==> config.mk <==
export PLATFORM = sky130hd
export DESIGN_NAME = fpu_op_scheduler
export DESIGN_NICKNAME = d
export VERILOG_FILES = /design/src/rtl/fpu_pkg.sv /design/src/rtl/fpu_rr_arb2.sv /design/src/rtl/fpu_op_scheduler.sv
export SDC_FILE = /design/constraint.sdc
export NUM_CORES = 1
export LEC_CHECK = 0
export ABC_AREA = 1
export BUFFER_PORTS_ARGS = -buffer_cell sky130_fd_sc_hd__buf_4
export CELL_PAD_IN_SITES_DETAIL_PLACEMENT = 0
export CELL_PAD_IN_SITES_GLOBAL_PLACEMENT = 2
export CORE_ASPECT_RATIO = 1.25
export CORE_UTILIZATION = 24
export CTS_CLUSTER_SIZE = 25
export DETAILED_ROUTE_END_ITERATION = 12
export PLACE_DENSITY_LB_ADDON = 0.1
export SYNTH_ARGS = -nofsm -noshare
export SYNTH_HDL_FRONTEND = slang
export SYNTH_SLANG_ARGS = --single-unit
export TNS_END_PERCENT = 1
==> constraint.sdc <==
create_clock -name clock -period 2.9 [get_ports clock]
set_input_delay 0.29 -clock clock [delete_from_list [all_inputs] [get_ports clock]]
set_output_delay 0.29 -clock clock [all_outputs]
set_load 0.01 [all_outputs]
==> src/rtl/fpu_pkg.sv <==
// ----------------------------------------------------------------------------
// fpu_pkg
// Types and constants shared by the half-precision operation scheduler and its
// round-robin arbiter.
//   FP_W          : operand/result width of the add and mul units
//   SETTLE_W      : width of the settle counter (SETTLE_CYCLES is 1..15)
//   op_t          : op select, same encoding as the chip select pin
//   sched_state_t : scheduler FSM states
// ----------------------------------------------------------------------------
package fpu_pkg;

  localparam int FP_W     = 16;
  localparam int SETTLE_W = 4;

  typedef enum logic {
    OP_MUL = 1'b0,
    OP_ADD = 1'b1
  } op_t;

  typedef enum logic [1:0] {
    IDLE  = 2'd0,
    ISSUE = 2'd1,
    RESP  = 2'd2
  } sched_state_t;

endpackage

==> src/rtl/fpu_rr_arb2.sv <==
// ----------------------------------------------------------------------------
// fpu_rr_arb2
// Two-way round-robin arbiter, purely combinational.
// Ports:
//   req        in  2  request vector
//   last_grant in  1  index of the requester granted most recently
//   gnt        out 2  one-hot grant, zero when nothing is requested
//   gnt_idx    out 1  index of the granted requester (0 when gnt is zero)
// ----------------------------------------------------------------------------
module fpu_rr_arb2 (
  input  logic [1:0] req,
  input  logic       last_grant,
  output logic [1:0] gnt,
  output logic       gnt_idx
);

  logic pref;

  // The requester that did not go last gets first pick; a lone requester is
  // always served, so continuous single-source traffic never stalls.
  always_comb begin
    pref    = ~last_grant;
    gnt     = 2'b00;
    gnt_idx = 1'b0;
    if (req[pref]) begin
      gnt[pref] = 1'b1;
      gnt_idx   = pref;
    end else if (req[last_grant]) begin
      gnt[last_grant] = 1'b1;
      gnt_idx         = last_grant;
    end
  end

endmodule

==> src/rtl/fpu_op_scheduler.sv <==
// ----------------------------------------------------------------------------
// fpu_op_scheduler
// Shares one combinational half-precision adder and multiplier between two
// requesters. An accepted operation has its operands registered onto the unit
// inputs, held for SETTLE_CYCLES cycles, and the selected unit's result and
// valid flag are captured and returned to the owning requester.
//
// Handshakes: a request transfers on a rising edge where req_valid[i] and
// req_ready[i] are both high; req_ready is one-hot and only ever asserted in
// IDLE. A response is consumed on a rising edge where rsp_valid[owner] and
// rsp_ready[owner] are both high; rsp_data/rsp_flag are stable while
// rsp_valid is high, and the non-owner's rsp_ready is ignored.
//
// Ports:
//   clock, reset             clock and asynchronous active-high reset
//   req_valid/ready/op/a/b   per-requester operation request (op 1=add 0=mul)
//   rsp_valid/ready          per-requester response handshake
//   rsp_data, rsp_flag       captured result and unit valid flag (shared)
//   unit_a, unit_b           registered operands driven to both units
//   add_out/valid, mul_*     unit results
//   busy                     high whenever the FSM is not in IDLE
//   op_count                 completed-operation counter (wraps)
//   dbg_state                current FSM state
// ----------------------------------------------------------------------------
module fpu_op_scheduler
  import fpu_pkg::*;
#(
  parameter int SETTLE_CYCLES = 1,
  parameter int N_REQ         = 2
) (
  input  logic                        clock,
  input  logic                        reset,
  input  logic [N_REQ-1:0]            req_valid,
  output logic [N_REQ-1:0]            req_ready,
  input  logic [N_REQ-1:0]            req_op,
  input  logic [N_REQ-1:0][FP_W-1:0]  req_a,
  input  logic [N_REQ-1:0][FP_W-1:0]  req_b,
  output logic [N_REQ-1:0]            rsp_valid,
  input  logic [N_REQ-1:0]            rsp_ready,
  output logic [FP_W-1:0]             rsp_data,
  output logic                        rsp_flag,
  output logic [FP_W-1:0]             unit_a,
  output logic [FP_W-1:0]             unit_b,
  input  logic [FP_W-1:0]             add_out,
  input  logic                        add_valid,
  input  logic [FP_W-1:0]             mul_out,
  input  logic                        mul_valid,
  output logic                        busy,
  output logic [15:0]                 op_count,
  output sched_state_t                dbg_state
);

  localparam logic [SETTLE_W-1:0] SETTLE_INIT = SETTLE_W'(SETTLE_CYCLES - 1);

  sched_state_t          state_q, state_d;
  logic [SETTLE_W-1:0]   settle_cnt_q, settle_cnt_d;
  op_t                   op_r_q, op_r_d;
  logic                  owner_q, owner_d;
  logic                  last_grant_q, last_grant_d;
  logic [FP_W-1:0]       unit_a_q, unit_a_d;
  logic [FP_W-1:0]       unit_b_q, unit_b_d;
  logic [FP_W-1:0]       rsp_data_q, rsp_data_d;
  logic                  rsp_flag_q, rsp_flag_d;
  logic [15:0]           op_count_q, op_count_d;

  logic [1:0]            gnt;
  logic                  gnt_idx;

  fpu_rr_arb2 u_arb (
    .req        (req_valid),
    .last_grant (last_grant_q),
    .gnt        (gnt),
    .gnt_idx    (gnt_idx)
  );

  always_comb begin
    state_d      = state_q;
    settle_cnt_d = settle_cnt_q;
    op_r_d       = op_r_q;
    owner_d      = owner_q;
    last_grant_d = last_grant_q;
    unit_a_d     = unit_a_q;
    unit_b_d     = unit_b_q;
    rsp_data_d   = rsp_data_q;
    rsp_flag_d   = rsp_flag_q;
    op_count_d   = op_count_q;
    req_ready    = '0;

    case (state_q)
      IDLE: begin
        // gnt is already qualified by req_valid, so any grant is a transfer.
        req_ready = gnt;
        if (gnt != 2'b00) begin
          unit_a_d     = req_a[gnt_idx];
          unit_b_d     = req_b[gnt_idx];
          op_r_d       = op_t'(req_op[gnt_idx]);
          owner_d      = gnt_idx;
          last_grant_d = gnt_idx;
          settle_cnt_d = SETTLE_INIT;
          state_d      = ISSUE;
        end
      end
      ISSUE: begin
        if (settle_cnt_q != '0) begin
          settle_cnt_d = settle_cnt_q - 1'b1;
        end else begin
          // Both units see the same operands; keep only the selected one.
          rsp_data_d = (op_r_q == OP_ADD) ? add_out   : mul_out;
          rsp_flag_d = (op_r_q == OP_ADD) ? add_valid : mul_valid;
          state_d    = RESP;
        end
      end
      RESP: begin
        if (rsp_ready[owner_q]) begin
          op_count_d = op_count_q + 16'd1;
          state_d    = IDLE;
        end
      end
      default: state_d = IDLE;
    endcase
  end

  always_ff @(posedge clock or posedge reset) begin
    if (reset) begin
      state_q      <= IDLE;
      settle_cnt_q <= '0;
      op_r_q       <= OP_MUL;
      owner_q      <= 1'b0;
      last_grant_q <= 1'b1;  // requester 0 wins the first contention
      unit_a_q     <= '0;
      unit_b_q     <= '0;
      rsp_data_q   <= '0;
      rsp_flag_q   <= 1'b0;
      op_count_q   <= '0;
    end else begin
      state_q      <= state_d;
      settle_cnt_q <= settle_cnt_d;
      op_r_q       <= op_r_d;
      owner_q      <= owner_d;
      last_grant_q <= last_grant_d;
      unit_a_q     <= unit_a_d;
      unit_b_q     <= unit_b_d;
      rsp_data_q   <= rsp_data_d;
      rsp_flag_q   <= rsp_flag_d;
      op_count_q   <= op_count_d;
    end
  end

  // The response belongs to the owner for the whole of RESP.
  always_comb begin
    rsp_valid = '0;
    if (state_q == RESP) rsp_valid[owner_q] = 1'b1;
  end

  assign rsp_data  = rsp_data_q;
  assign rsp_flag  = rsp_flag_q;
  assign unit_a    = unit_a_q;
  assign unit_b    = unit_b_q;
  assign busy      = (state_q != IDLE);
  assign op_count  = op_count_q;
  assign dbg_state = state_q;

endmodule

==> results by group <==
Floorplan
  • Rows: 50
  • Chip height: 142 um
  • Top Ports: 178
  • Core Box Area: 0.0151 sq mm
  • Initial Utilization: 0.248
  • Die Area: 0.0161 sq mm
  • Die width: 114 um

Hold path
  • Hold Path Class: input port to async pin

Global route
  • Met3 GRT Util: 0.0406
  • Vias in the first global route: 3438
  • GRT Total Usage: 0.139
  • Met2 usage: 0.220
  • Pin count of the biggest net entering global routing: 51
  • Layer with the highest usage: met2
  • Initial antenna violation count: 0
  • Routing usage on met1: 0.171
  • First-pass GRT wire length: 17.2 mm
  • Overflow after GRT: 0

Detailed routing
  • Number of remaining DRC errors: 0
  • WL/cell: 12.0 um
  • Initial DRC Count: 113
  • DRT Pass-1 Iters: 4
  • Antenna Nets Post-Route: 0
  • Final WL: 10.5 mm
  • Vias per cell: 4.05
  • Vias post-DR: 3544

Setup path
  • RR Startpoint: dbg_state[1]
  • Critical Path Start Type: register
  • Worst path max stage delay: 0.41 ns
  • Setup CP Type: register to primary output
  • Crit path cell chain: nor2_1 -> inv_1 -> a211oi_1 -> buf_4
  • R2R Setup Slk: 1.26 ns
  • Worst Path Arrival: 1.60 ns
  • CP required: 2.61 ns
  • Critical path's slowest cell: dfrtp_1
  • Bufs and invs on worst path: 2
  • Crit-path max FO: 4
  • Worst reg-to-reg path cell count: 6
  • Delay-heaviest family, CP: flip-flops
  • Critical path endpoint category: primary output
  • Reg-to-Reg End: settle_cnt_q[3]

Job
  • Max Cap Viol: 0

STA
  • RSZ-0062 raised after global routing: no
  • Relative slew slack: 0.383
  • Final Max Slew Viols: 0
  • Final worst-path cycle share: 0.653
  • Final hold viol count: 0
  • Clk_skew: 0.00513 ns
  • Final min period: 1.89 ns
  • Worst-margin pin slew: 0.925 ns
  • Fmax: 528 MHz
  • Hold Slack: 0.0649 ns
  • Setup TNS: 0 ns
  • Final setup fails: 0

Layout
  • Filler cells: 1633
  • Share of cells above drive strength 1: 0.304
  • N_diodes: 0
  • Final Instance Area: 0.00557 sq mm
  • Footprint of the multi-input gates: 0.00149 sq mm
  • Final #Nets: 773
  • Area Overhead vs Synth: 49.1%
  • Register Area: 0.00185 sq mm

Synthesis
  • Yosys warnings: 0
  • Post-Syn Instances: 494
  • Synthesized cell area: 0.00374 sq mm
  • EDFF count, synth: 0
  • Yosys reg bits: 74
  • Ys flop type: dfrtp_1
  • Ys async rst share: 1.00
  • Share of the yosys chip area belonging to registers: 0.496
  • Syn avg cell area: 7.57 sq um
  • Synth unique cells: 30
  • Syn nets: 603

Pwr
  • Pint: 3.13 mW
  • Sequential power share: 0.364
  • VDD IR max: 0.000370 V
  • Static leakage: 2.96 nW
  • Combinational cell fraction of total power: 0.413
  • P per Cell Area: 894 mW/mm^2
  • Net Sw Power: 1.85 mW
  • Switching Share: 0.371
  • Clock group share of total power: 0.223

Clock tree
  • Count of cells resized by post-cts repair: 0
  • Clock sinks: 74
  • Clock Latency Late Sink: 0.34 ns
  • CTS tree: yes
  • Clock Path Buffers: 2
  • Setup Fix Bufs, Post-CTS: 0
  • CTS Root Cell: clkbuf_16
  • Htree depth: 3
  • CTS Buf Count: 9
  • Clock slew at reported path FFs: 0.06 ns
  • Hold Buf Count CTS: 0

Placed design
  • Placement Cell Area: 0.00529 sq mm
  • RePlAce Congestion: 0.698
  • Hpwl dp: 7.91 mm
  • Port Buf Inserts: 177

Outcome
  • Status: finished, final reports clean
==> registers in the layout (all words and copies together), names as in the netlist, 2 cells and up <==
signal / cells
unit_b: 16
dbg_state: 2
settle_cnt_q: 4
unit_a: 16
op_count: 16
rsp_data: 16
==> per-stage QoR <==
step / setup slack, ns / instances / power (mW) / utilization
detailed placement: 1.23 / 861 / 3.94 / 0.351
global route: 0.816 / 876 / 5.41 / 0.370
global placement: 1.27 / 861 / 3.92 / 0.351
floorplan: 0.730 / 494 / 2.91 / -
finish: 1.01 / 876 / 4.98 / 0.370
CTS: 0.960 / 876 / 5.10 / 0.370
==> kinds of logic after synthesis <==
kind of cell,share of synthesized area
AOI/OAI and AO/OA,0.161
xor gates and xnor gates,0.0211
adders and majority gates,0.0100
buffers and inverters,0.109
DFF,0.496
and+or+nand+nor,0.203
==> routing by layer <==
layer / up-vias / share of wire
li1: 1877 / -
met3: 12 / 0.075
met2: 122 / 0.45
met4: 0 / 0.022
met1: 1533 / 0.45
met5: - / 0
==> how the worst max path moves through the flow <==
stage | start | end | slack [ns] | cells past startpoint
floorplan | reset | dbg_state[0] | 0.73 | 1
global placement | req_valid[0] | settle_cnt_q[2] | 1.27 | 5
detailed placement | req_valid[0] | settle_cnt_q[2] | 1.23 | 5
CTS | dbg_state[1] | req_ready[0] | 0.96 | 4
global route | dbg_state[1] | req_ready[0] | 0.82 | 4
finish | dbg_state[1] | req_ready[0] | 1.01 | 4
==> placed cells by master, fill, tap and decap left out, types with 4 or more instances in the layout <==
master / instances
clkbuf_16: 9
nor2_1: 26
dfrtp_1: 73
inv_1: 73
nand2_1: 154
buf_4: 177
nand3_1: 7
xor2_1: 5
o21ai_0: 39
o21ai_1: 70
xnor2_1: 4
==> power by group through the flow <==
stage / Sequential [mW] / Clock (mW) / Combinational [mW]
after floorplan: 1.91 / 0 / 1.00
final: 1.81 / 1.11 / 2.06
after global routing: 1.89 / 1.20 / 2.32
after CTS: 1.83 / 1.16 / 2.11
after global placement: 1.83 / 0 / 2.09
after detailed placement: 1.83 / 0 / 2.11
==> area by class of cell <==
type / instances / area share
sequential: 74 / 0.333
multi-input combinational: 322 / 0.268
timing repair buffer: 180 / 0.249
inverter: 77 / 0.0521
tap: 208 / 0.0467
clock buffer: 12 / 0.0442
clock inverter: 3 / 0.00719
==> synth_stat cells (2+ instances only) <==
cell / n / area share
inv_2: 2 / 0.0020
nand3_1: 7 / 0.0094
ha_1: 3 / 0.010
clkbuf_1: 7 / 0.0070
xor2_1: 5 / 0.012
buf_6: 3 / 0.0090
o21ai_1: 70 / 0.094
dfrtp_1: 73 / 0.49
o21ai_0: 39 / 0.052
buf_2: 9 / 0.012
nor2_1: 26 / 0.026
inv_1: 74 / 0.074
nand2_1: 154 / 0.15
a21oi_1: 2 / 0.0027
nand4_1: 2 / 0.0033
xnor2_1: 4 / 0.0094
(Power assumes the default switching activity.)
